`src/rtl/ps2_key_event_if.sv`:
```
// rtl/ps2_key_event_if.sv - PS/2 receiver FIFO handshake bundle (data/ready/pop strobe/overflow)
interface ps2_key_event_if;
    logic       ps2_ready;
    logic [7:0] ps2_data;
    logic       ps2_overflow;
    logic       nextdata_n;

    modport master (
        output ps2_ready,
        output ps2_data,
        output ps2_overflow,
        input  nextdata_n
    );

    modport slave (
        input  ps2_ready,
        input  ps2_data,
        input  ps2_overflow,
        output nextdata_n
    );
endinterface

```
`src/rtl/ps2_key_event.sv`:
```
// rtl/ps2_key_event.sv - Set-2 make/break/E0 decoder producing held-key state, press count and shift flags
module ps2_key_event #(
    parameter int CNT_WIDTH = 8
) (
    input  logic                 clk,
    input  logic                 rstn,
    ps2_key_event_if.slave       ps2,
    output logic                 key_valid,
    output logic [7:0]           key_code,
    output logic                 key_ext,
    output logic [CNT_WIDTH-1:0] press_cnt,
    output logic                 make_pulse,
    output logic                 shift_held,
    output logic                 overflow_seen
);

    localparam logic [7:0] CODE_EXT     = 8'hE0;
    localparam logic [7:0] CODE_BRK     = 8'hF0;
    localparam logic [7:0] CODE_SHIFT_L = 8'h12;
    localparam logic [7:0] CODE_SHIFT_R = 8'h59;

    typedef enum logic [1:0] {
        ST_IDLE,
        ST_EXT,
        ST_BRK,
        ST_EXT_BRK
    } state_e;

    state_e               state_q, state_d;
    logic                 nextdata_n_q, nextdata_n_d;
    logic                 key_valid_q, key_valid_d;
    logic [7:0]           key_code_q, key_code_d;
    logic                 key_ext_q, key_ext_d;
    logic [CNT_WIDTH-1:0] press_cnt_q, press_cnt_d;
    logic                 make_pulse_q, make_pulse_d;
    logic                 shift_l_q, shift_l_d;
    logic                 shift_r_q, shift_r_d;
    logic                 shift_held_q, shift_held_d;
    logic                 overflow_seen_q, overflow_seen_d;

    logic       accept;
    logic       do_make;
    logic       do_brk;
    logic       ext;
    logic [7:0] code;
    logic       is_prefix;
    logic       same_key;

    always_comb begin
        state_d         = state_q;
        key_valid_d     = key_valid_q;
        key_code_d      = key_code_q;
        key_ext_d       = key_ext_q;
        press_cnt_d     = press_cnt_q;
        shift_l_d       = shift_l_q;
        shift_r_d       = shift_r_q;
        make_pulse_d    = 1'b0;
        do_make         = 1'b0;
        do_brk          = 1'b0;
        ext             = 1'b0;
        code            = ps2.ps2_data;
        is_prefix       = (code == CODE_EXT) || (code == CODE_BRK);

        // Holding the strobe low for the cycle after a pop blocks a second accept of the same head byte.
        accept          = ps2.ps2_ready && nextdata_n_q;
        nextdata_n_d    = !accept;
        overflow_seen_d = overflow_seen_q || ps2.ps2_overflow;

        if (accept) begin
            case (state_q)
                ST_IDLE: begin
                    if (code == CODE_EXT)      state_d = ST_EXT;
                    else if (code == CODE_BRK) state_d = ST_BRK;
                    else                       do_make = 1'b1;
                end
                ST_EXT: begin
                    if (code == CODE_BRK)      state_d = ST_EXT_BRK;
                    else if (code == CODE_EXT) state_d = ST_EXT;
                    else begin
                        do_make = 1'b1;
                        ext     = 1'b1;
                        state_d = ST_IDLE;
                    end
                end
                ST_BRK: begin
                    state_d = ST_IDLE;
                    do_brk  = !is_prefix;
                end
                default: begin
                    state_d = ST_IDLE;
                    do_brk  = !is_prefix;
                    ext     = 1'b1;
                end
            endcase
        end

        same_key = key_valid_q && (code == key_code_q) && (ext == key_ext_q);

        if (do_make) begin
            if (!ext && code == CODE_SHIFT_L) begin
                shift_l_d = 1'b1;
            end else if (!ext && code == CODE_SHIFT_R) begin
                shift_r_d = 1'b1;
            end else if (!same_key) begin
                // Typematic repeats of the held key fall through without counting.
                key_code_d   = code;
                key_ext_d    = ext;
                key_valid_d  = 1'b1;
                press_cnt_d  = press_cnt_q + CNT_WIDTH'(1);
                make_pulse_d = 1'b1;
            end
        end

        if (do_brk) begin
            if (!ext && code == CODE_SHIFT_L) begin
                shift_l_d = 1'b0;
            end else if (!ext && code == CODE_SHIFT_R) begin
                shift_r_d = 1'b0;
            end else if (same_key) begin
                key_valid_d = 1'b0;
            end
        end

        shift_held_d = shift_l_d || shift_r_d;
    end

    always_ff @(posedge clk) begin
        if (!rstn) begin
            state_q         <= ST_IDLE;
            nextdata_n_q    <= 1'b1;
            key_valid_q     <= 1'b0;
            key_code_q      <= 8'h00;
            key_ext_q       <= 1'b0;
            press_cnt_q     <= '0;
            make_pulse_q    <= 1'b0;
            shift_l_q       <= 1'b0;
            shift_r_q       <= 1'b0;
            shift_held_q    <= 1'b0;
            overflow_seen_q <= 1'b0;
        end else begin
            state_q         <= state_d;
            nextdata_n_q    <= nextdata_n_d;
            key_valid_q     <= key_valid_d;
            key_code_q      <= key_code_d;
            key_ext_q       <= key_ext_d;
            press_cnt_q     <= press_cnt_d;
            make_pulse_q    <= make_pulse_d;
            shift_l_q       <= shift_l_d;
            shift_r_q       <= shift_r_d;
            shift_held_q    <= shift_held_d;
            overflow_seen_q <= overflow_seen_d;
        end
    end

    assign ps2.nextdata_n = nextdata_n_q;
    assign key_valid      = key_valid_q;
    assign key_code       = key_code_q;
    assign key_ext        = key_ext_q;
    assign press_cnt      = press_cnt_q;
    assign make_pulse     = make_pulse_q;
    assign shift_held     = shift_held_q;
    assign overflow_seen  = overflow_seen_q;

endmodule

```
`src/flat_wrapper.sv`:
```
// flat-port wrapper written by rule: the top's interface ports become plain ports
module ps2_key_event_flat 
#(
    parameter int CNT_WIDTH = 8
)
  (clk, rstn, key_valid, key_code, key_ext, press_cnt, make_pulse, shift_held, overflow_seen, ps2_ps2_ready, ps2_ps2_data, ps2_ps2_overflow, ps2_nextdata_n);
  ps2_key_event_if ps2_i ();
  input  logic clk;
  input  logic rstn;
  output logic key_valid;
  output logic [7:0] key_code;
  output logic key_ext;
  output logic [CNT_WIDTH-1:0] press_cnt;
  output logic make_pulse;
  output logic shift_held;
  output logic overflow_seen;
  input wire logic [$bits(ps2_i.ps2_ready)-1:0] ps2_ps2_ready;
  input wire logic [$bits(ps2_i.ps2_data)-1:0] ps2_ps2_data;
  input wire logic [$bits(ps2_i.ps2_overflow)-1:0] ps2_ps2_overflow;
  output wire logic [$bits(ps2_i.nextdata_n)-1:0] ps2_nextdata_n;
  assign ps2_i.ps2_ready = ps2_ps2_ready;
  assign ps2_i.ps2_data = ps2_ps2_data;
  assign ps2_i.ps2_overflow = ps2_ps2_overflow;
  assign ps2_nextdata_n = ps2_i.nextdata_n;
  ps2_key_event #(.CNT_WIDTH(CNT_WIDTH)) u_core (.clk(clk), .rstn(rstn), .ps2(ps2_i), .key_valid(key_valid), .key_code(key_code), .key_ext(key_ext), .press_cnt(press_cnt), .make_pulse(make_pulse), .shift_held(shift_held), .overflow_seen(overflow_seen));
endmodule
```
`config.mk`:
```
export PLATFORM = sky130hd
export DESIGN_NAME = ps2_key_event_flat
export DESIGN_NICKNAME = d
export VERILOG_FILES = /design/src/rtl/ps2_key_event_if.sv /design/src/rtl/ps2_key_event.sv /design/src/flat_wrapper.sv
export SDC_FILE = /design/constraint.sdc
export NUM_CORES = 1
export LEC_CHECK = 0
export BUFFER_PORTS_ARGS = -buffer_cell sky130_fd_sc_hd__buf_4
export CAP_MARGIN = 20
export CORE_ASPECT_RATIO = 0.6
export CORE_MARGIN = 3
export CORE_UTILIZATION = 38
export DETAILED_ROUTE_END_ITERATION = 16
export GPL_TIMING_DRIVEN = 0
export MAX_ROUTING_LAYER = met4
export PLACE_DENSITY_LB_ADDON = 0.25
export SYNTH_ARGS = -nofsm -noshare
export SYNTH_HDL_FRONTEND = slang
export SYNTH_SLANG_ARGS = --single-unit
```
`constraint.sdc`:
```
create_clock -name clk -period 4.4 [get_ports clk]
set_input_delay 0 -clock clk [delete_from_list [all_inputs] [get_ports clk]]
set_output_delay 0 -clock clk [all_outputs]
set_load 0.1 [all_outputs]
```
**After elaboration in Yosys (flattened, before gate mapping)**

Index checks and enable logic that the tools add are counted.

- Flip-flop bits (word level): 26
- Output and inout bits: 22

- Add/sub/neg operators: 1
- Eq/ne operators: 9
- Multiplexer cells: 34
- Bitwise gates (word level): 5
- Reductions and logical operators: 17

Operators with widths:

| kind | count |
|---|---|
| $mux 1 | 28 |
| $eq 8x8->1 const B | 2 |
| $add 8x1->8 const B | 1 |
| $eq 8x5->1 const B | 1 |
| $eq 8x7->1 const B | 1 |
| $eq 8x8->1 | 1 |
| $mux 2 | 3 |
| $logic_and 1x1->1 | 5 |
| $not 1->1 | 5 |
| $pmux 1 s2 | 2 |
| $pmux 2 s2 | 1 |
| $reduce_and 4->1 | 1 |
| $reduce_or 2->1 | 2 |
| $reduce_or 4->1 | 1 |
| $logic_not 1->1 | 3 |
| $logic_or 1x1->1 | 3 |
| $ne 3x1->1 const B | 1 |
| $eq 2x1->1 const B | 1 |
| $eq 2x2->1 const B | 1 |
| $logic_not 2->1 | 1 |
| $reduce_and 2->1 | 1 |
| $eq 1x1->1 | 1 |

**Depth between registers and ports, before layout**

Gate-level depths: netlist of run 1.

- Depth after elaboration: 15
- Mapped depth: 7
- Gate-level depth less buffers: 6

**Least setup slack after synthesis of run 1**

No wires, ideal clock.

- Path type: reg2reg
- Start point: register u_core.nextdata_n_q (netlist: u_core.ps2.nextdata_n)
- End point: register u_core.press_cnt_q[6] (netlist: u_core.press_cnt[6])
- Setup time: 73 ps
- Arrival time: 2414 ps
- Data required time: 4327 ps
- Path slack: 1913 ps
- Cell stages (with the launch flop): 8
- Buffers on the path: 1
- Cell sequence: dfxtp_1 > and3_1 > o41ai_2 > or4_1 > o211a_1 > buf_6 > nand4_1 > mux2i_1

- Word-level cells in the longest chain between the ends: 6

Ends and longest elaborated chain:

| what | line | source |
|---|---|---|
| from (decl) | ps2_key_event.sv:30 | `logic nextdata_n_q, nextdata_n_d;` |
| from (signal assigned) | ps2_key_event.sv:142 | `nextdata_n_q <= nextdata_n_d;` |
| $logic_and 1x1->1 * | ps2_key_event.sv:65 | `accept = ps2.ps2_ready && nextdata_n_q;` |
| $mux 1 | ps2_key_event.sv:69 | `if (accept) begin` |
| $eq 1x1->1 or $logic_not 1->1 (tied branches) | ps2_key_event.sv:97, ps2_key_event.sv:100, ps2_key_event.sv:102 |  |
| $logic_and 1x1->1 (on tied branches) | ps2_key_event.sv:97, ps2_key_event.sv:100, ps2_key_event.sv:102 |  |
| $not 1->1 (no source line) | -- |  |
| $reduce_and 4->1 (no source line) * | -- |  |
| to (signal assigned) | ps2_key_event.sv:146 | `press_cnt_q <= press_cnt_d;` |
| to (decl) | ps2_key_event.sv:34 | `logic [CNT_WIDTH-1:0] press_cnt_q, press_cnt_d;` |

Mark *: on every way between the ends. The rest lies on a longest branch, timed or not.
A chain may end at the register's enable or synchronous reset.

**Final worst setup path of run 1**

- Start point: register u_core.state_q[0]
- End point: register u_core.press_cnt_q[7] (netlist: u_core.press_cnt[7])

- Word-level cells in the longest chain between the ends: 8

Ends and longest elaborated chain:

| what | line | source |
|---|---|---|
| from (decl) | ps2_key_event.sv:29 | `state_e state_q, state_d;` |
| from (signal assigned) | ps2_key_event.sv:141 | `state_q <= state_d;` |
| $eq 2x2->1 or $logic_not 2->1 (tied branches) | ps2_key_event.sv:70 | `case (state_q)` |
| $reduce_or 2->1 (no source line) | -- |  |
| $pmux 1 s2 | ps2_key_event.sv:70 |  |
| $mux 1 | ps2_key_event.sv:69 |  |
| $eq 1x1->1 or $logic_not 1->1 (tied branches) | ps2_key_event.sv:97, ps2_key_event.sv:100, ps2_key_event.sv:102 |  |
| $logic_and 1x1->1 (on tied branches) | ps2_key_event.sv:97, ps2_key_event.sv:100, ps2_key_event.sv:102 |  |
| $not 1->1 (no source line) | -- |  |
| $reduce_and 4->1 (no source line) * | -- |  |

Marked as above.

==> metrics.txt, run 1 <==
Worst Skew approximately 2.4 ps; Psw 184 uW; maximum clock rate around 530 MHz; Sequential Power Share 46.1%; status complete, but fails checks; Worst Setup Start Kind flop; Worst path slowest cell or4_1; Post-synth EDFFs 0; Sw Share approximately a third; Fin. Hold Viols 1; Warnings, synthesis 0; Met1 Routed Length between 1500 and 2000 um; most common library cells after synthesis 26 x dfxtp_1, 17 x nor2_1, 15 x mux2i_1; WL final just under 3000 um; pins over their slew limit 0; maximum VDD drop ~150 uV; peak fanout along the critical path 10; Routed met2 length approximately 1200 um; TritonRoute pass-1 iters 5; Area Overhead vs Synth 29.7%; Leakage between 0.0006 and 0.0007 uW; Final GP Congestion 0.808; FF-to-FF setup slack around 2500 ps; DR DRC count 0; Pint 366 uW; Hold Startpoint ps2_ps2_data[7]; fin cells 221; total power approximately 550 uW; capture point of the worst reg-to-reg path u_core.press_cnt[7]; CTS H-tree lvls 1; Worst Tran Pin Value ~520 ps; drt wl/cell about 13 um; Syn Area/Cell 9.02 um^2; CTS tree built; Overall Global Routing Usage around 15%; post-CTS sizing 0; pwr dens ~340 nW/um^2; Mapped Area 1260 um^2; Die Width between 80 and 90 um; crit path cell chain and3_1 -> o41ai_2 -> or4_1 -> o211a_1 -> buf_6 -> a31o_1 -> a21oi_1; top_reg_cell synth dfxtp_1; Arrival @ worst endpoint 2080 ps; R2R Path Start u_core.state_q[0]; CTS buffer count 3; # port buffers 33; grt ovf 0; Die Footprint between 4000 and 5000 um^2; Largest stage delay, worst path approximately 520 ps; maxcap violations 0; Hold Crit Depth 3; RSZ-0062 raised after global routing no; vias in the first global route slightly below 1000; core area between 3000 and 4000 um^2; share of post-route cells with drive strength above 1 between 20% and 30%; Initial Util a little over two fifths; Hold Worst Slack -0.885 ps; largest net degree at the start of global routing 15; Placed Cells about 220; via/cell ratio roughly 5; count of state elements after synthesis 26; Routed Antenna Nets 0; Setup WS post-layout ~2500 ps; root buffer cell clkbuf_8; Clock transition at path regs about 90 ps; DR vias 1137; count leader, synth dfxtp_1; Crit path depth 7; setup TNS 0 ps; pre-CTS WS 2460 ps; Synth area leaders dfxtp_1 41%, mux2i_1 12%, xnor2_1 6.2%, nor2_1 5.1%, nand2_1 3.6%; Period Utilization, post-route between 40% and 50%; # nets final 193; Async SR Flop Fraction 0%; initial antenna violation count 0; clock sink total 26; Worst setup EP type flop; Setup-failing EPs final 0; Core Rows 15; highest metal used met4; CP Capture Point u_core.press_cnt[7]; R2R depth 7; CTS Buffer Depth 2; Yosys top cell area share about two fifths; Filler cells ~280; drt initial violations 55; clock network power share between 20% and 30%; area leader, netlist dfxtp_1; Rel. slew slack approximately two thirds; Buf/Inv on CP 1; Comb power frac about a quarter; sequential area share after synthesis about two fifths; Req. time, crit path around 4600 ps; Period minus WS final 1890 ps; IO Pins 34; HP Class in2reg; n_diodes 0; failing checks hold timing; Met3 Wirelength between 150 and 200 um; post-route core utilization a little over half; Mapped Cells 140; WS Path Type reg2reg; Post-Syn Nets approximately 150; first-pass GRT wire length about 4700 um; HPWL after DPL around 2200 um; insertion delay to the later sink of the worst-skew pair 270 ps; number of distinct library cells after synthesis 33; CP Launch Point u_core.state_q[0]; Chip Height slightly above 50 um; Worst path top cell family by delay simple AND/OR/NAND/NOR gates
tightest hold or removal path: cells and delay by family:
kind | cells | cell delay (ps)
buffers and inverters | 1 | 100
AND/OR/NAND/NOR | 1 | 70
multiplexers | 1 | 60
logic make-up (layout without fill, tap and decap cells):
family	count (synthesis)	in the layout	synth area share [%]
simple gates	64	64	26.8
flops	26	26	41.2
fa+ha+maj	1	1	0.991
compound gates	16	16	9.32
buf+inv	9	48	3.57
mux	15	15	11.9
xor+xnor	9	9	6.24
per-stage QoR:
stage / instance area (um^2) / hold slack [ps]
finish: 1640 / -0.885
global route: 1640 / 18.0
CTS: 1640 / 1.12
detailed placement: 1560 / 220
global placement: 1560 / 212
floorplan: 1260 / 87.1
worst min path at each step:
stage                             to  slack [ps]
5_1_grt           u_core.key_code[5]          20
3_5_place_dp    u_core.overflow_seen         220
2_1_floorplan  u_core.ps2.nextdata_n          90
4_1_cts           u_core.key_code[7]           1
6_report          u_core.key_code[7]        -0.9
3_3_place_gp    u_core.overflow_seen         210
per-layer routing:
layer	global-route usage [%]	up-vias
met3	4.84	2
met4	3.37	0
li1	-	576
met5	-	-
met1	22.0	531
met2	21.2	28
power groups by stage:
stage	Sequential, uW	Combinational, uW	Clock, uW
floorplan	324	40.1	0
global placement	259	141	0
detailed placement	259	142	0
CTS	254	144	158
global route	255	151	168
finish	253	144	152
layout by cell type (no fill, tap or decap), drive strengths merged, types with 3 or more instances in the layout:
cell    count
a21oi       7
and2        4
mux2i      15
or4b        3
and3        4
nand4       5
xnor2       9
dfxtp      26
nand2      12
nand2b      4
nor3        3
clkbuf      6
buf        35
nand3       6
nor2       17
inv         4
repair_timing:
| item | in CTS | in global routing |
|---|---|---|
| endpoints found under the hold margin | 2 | 0 |
| setup buffers | 0 | 0 |
| hold buffers | 2 | 0 |
cell type report:
class	count	area, um^2	share of cell area [%]
Multi-Input combinational cell	105	697	42.6
Sequential cell	26	520	31.8
Timing Repair Buffer	35	268	16.3
Clock buffer	4	55.1	3.36
Tap cell	42	52.6	3.21
Buffer	4	26.3	1.60
Inverter	5	18.8	1.15
Note: power is estimated with default switching activity, not from simulation.
==> run 2, diff against run 1 <==
==> constraint.sdc (replaced) <==
create_clock -name clk -period 2 [get_ports clk]
set_input_delay 0 -clock clk [delete_from_list [all_inputs] [get_ports clk]]
set_output_delay 0 -clock clk [all_outputs]
set_load 0.1 [all_outputs]
==> run 2 against run 1 <==
Compared with the run above:
- the run now ends clean
- wire length up 9.1%
- clock power grew 100%
- largest power group unchanged
- non-clock buffer count is the same
- final area up 1.9%
- combinational power increased by 120%
- cell count unchanged
- sequential share of layout area grew 1.4 points
- highest routed layer unchanged
- critical path type unchanged
- critical path depth stayed put
==> metrics.txt, run 2 (same netlist as run 1, synthesis figures left out) <==
pins over their slew limit 0 (unchanged); Setup-failing EPs final 0 (unchanged); Final GP Congestion 0.803 (-0.68%); clock network power share 25.9% (-1.8 points); clock sink total 26 (unchanged); n_diodes 0 (unchanged); commonest non-fill, non-tap cells in the layout 34 x buf_4, 17 x nor2_1, 15 x mux2i_1, 15 x dfxtp_1, 12 x nand2_1; Worst Setup Start Kind flop; Setup WS post-layout 116 ps (-2400 ps); Pint 771 uW (+110%); grt ovf 0 (unchanged); Worst Skew 6.81 ps (+4.38 ps); Initial Util 41.8% (unchanged); Core Rows 15 (unchanged); Sw Share 34.9% (+1.5 points); maximum VDD drop 391 uV (+160%); pwr dens 709 nW/um^2 (+110%); Rel. slew slack 66.4% (+1.2 points); first-pass GRT wire length 5270 um (+11%); Period Utilization, post-route 94.2% (+51 points); pre-CTS WS 53.6 ps (-2410 ps); initial antenna violation count 0 (unchanged); HPWL after DPL 2430 um (+9.3%); Area Overhead vs Synth 32.2%; Arrival @ worst endpoint 2080 ps (about the same); CTS tree built; Req. time, crit path 2200 ps (-2400 ps); TritonRoute pass-1 iters 4 (-1); # nets final 193 (unchanged); Chip Height 50.6 um (unchanged); CTS buffer count 3 (unchanged); vias in the first global route 1085 (+9.0%); root buffer cell clkbuf_8; Die Footprint 4070 um^2 (unchanged); Hold Worst Slack 7.07 ps (+7.95 ps); DR DRC count 0 (unchanged); most common cell after layout, fill and taps aside buf_4; Worst setup EP type flop; Psw 413 uW (+120%); via/cell ratio 5.26 (+2.2%); CTS H-tree lvls 1 (unchanged); Overall Global Routing Usage 17.3% (+1.8 points); Period minus WS final 1880 ps (-2.50 ps); WS Path Type reg2reg; Die Width 80.4 um (unchanged); IO Pins 34 (unchanged); status finished, final reports clean; WL final 3170 um (+9.1%); CTS Buffer Depth 2 (unchanged); insertion delay to the later sink of the worst-skew pair 270 ps (about the same); maxcap violations 0 (unchanged); drt wl/cell 14.3 um (+9.1%); Comb power frac 27.1% (+0.9 points); Worst Tran Pin Value 504 ps (-14.1 ps); drt initial violations 125 (+130%); core area 3020 um^2 (unchanged); HP Class in2reg; Sequential Power Share 47.0% (+0.9 points); peak fanout along the critical path 10 (unchanged); Clock transition at path regs 90 ps (about the same); largest net degree at the start of global routing 15 (unchanged); Fin. Hold Viols 0 (-1); Routed Antenna Nets 0 (unchanged); maximum clock rate 531 MHz (+0.13%); DR vias 1162 (+2.2%); Leakage 0.000704 uW (+0.73%); share of post-route cells with drive strength above 1 29.6% (+6.1 points); # port buffers 33 (unchanged)
-- run 2: layout make-up --
class	count	area [um^2]
tap	42	52.6
timing repair buffer	35	268
sequential	26	554
multi-input combinational	105	704
inverter	5	18.8
buffer	4	26.3
fill	286	1350
clock buffer	4	45.0
-- run 2: critical path, stage by stage, from the launching register on --
cell and delay, ps:
dfxtp_4 360, xnor2_1 210, nand3_1 110, or4_1 500, o211a_1 170, buf_6 150
nand4_1 110, mux2i_1 200
-- run 2: what timing repair did --
action | 4_1_cts | 5_1_grt
endpoints found under the hold margin | 2 | 0
gates resized for setup | 0 | 1
endpoints found under the setup margin | 0 | 1
hold buffers | 2 | 0
setup buffers | 0 | 0
-- run 2: path summary, 6_finish.rpt --
kind                                         endpoint                  start  depth (start not counted)  slack, ps
worst max register to register    u_core.press_cnt[6]     u_core.key_code[1]                          7        120
worst min register to register  u_core.ps2.nextdata_n  u_core.ps2.nextdata_n                          1        470
worst min-delay path               u_core.key_code[6]        ps2_ps2_data[6]                          3          7
worst max-delay path              u_core.press_cnt[6]     u_core.key_code[1]                          7        120
-- run 2: layer usage --
layer,part of all wire [%],vias to the layer above,global-route usage [%],wire length [um]
li1,-,579,-,-
met1,49,546,23.7,1550
met2,44,33,25.1,1400
met3,5.8,4,4.66,185
met4,0.98,0,4.49,31
met5,0,-,-,0
-- run 2: per-stage QoR --
step	power [uW]	utilization, %	std cells	TNS [ps]	area (um^2)
finish	1180	55.2	221	0	1670
CTS	1190	55.0	221	0	1660
global route	1240	55.2	221	-5.80	1670
global placement	877	52.8	215	0	1600
floorplan	800	-	140	0	1300
detailed placement	883	52.8	215	0	1600
-- run 2: power groups by stage --
stage / combinational (uW) / clock [uW] / sequential, uW
6_report: 320 / 307 / 556
5_1_grt: 337 / 343 / 561
4_1_cts: 319 / 317 / 556
3_5_place_dp: 315 / 0 / 568
3_3_place_gp: 311 / 0 / 566
2_1_floorplan: 87.9 / 0 / 712
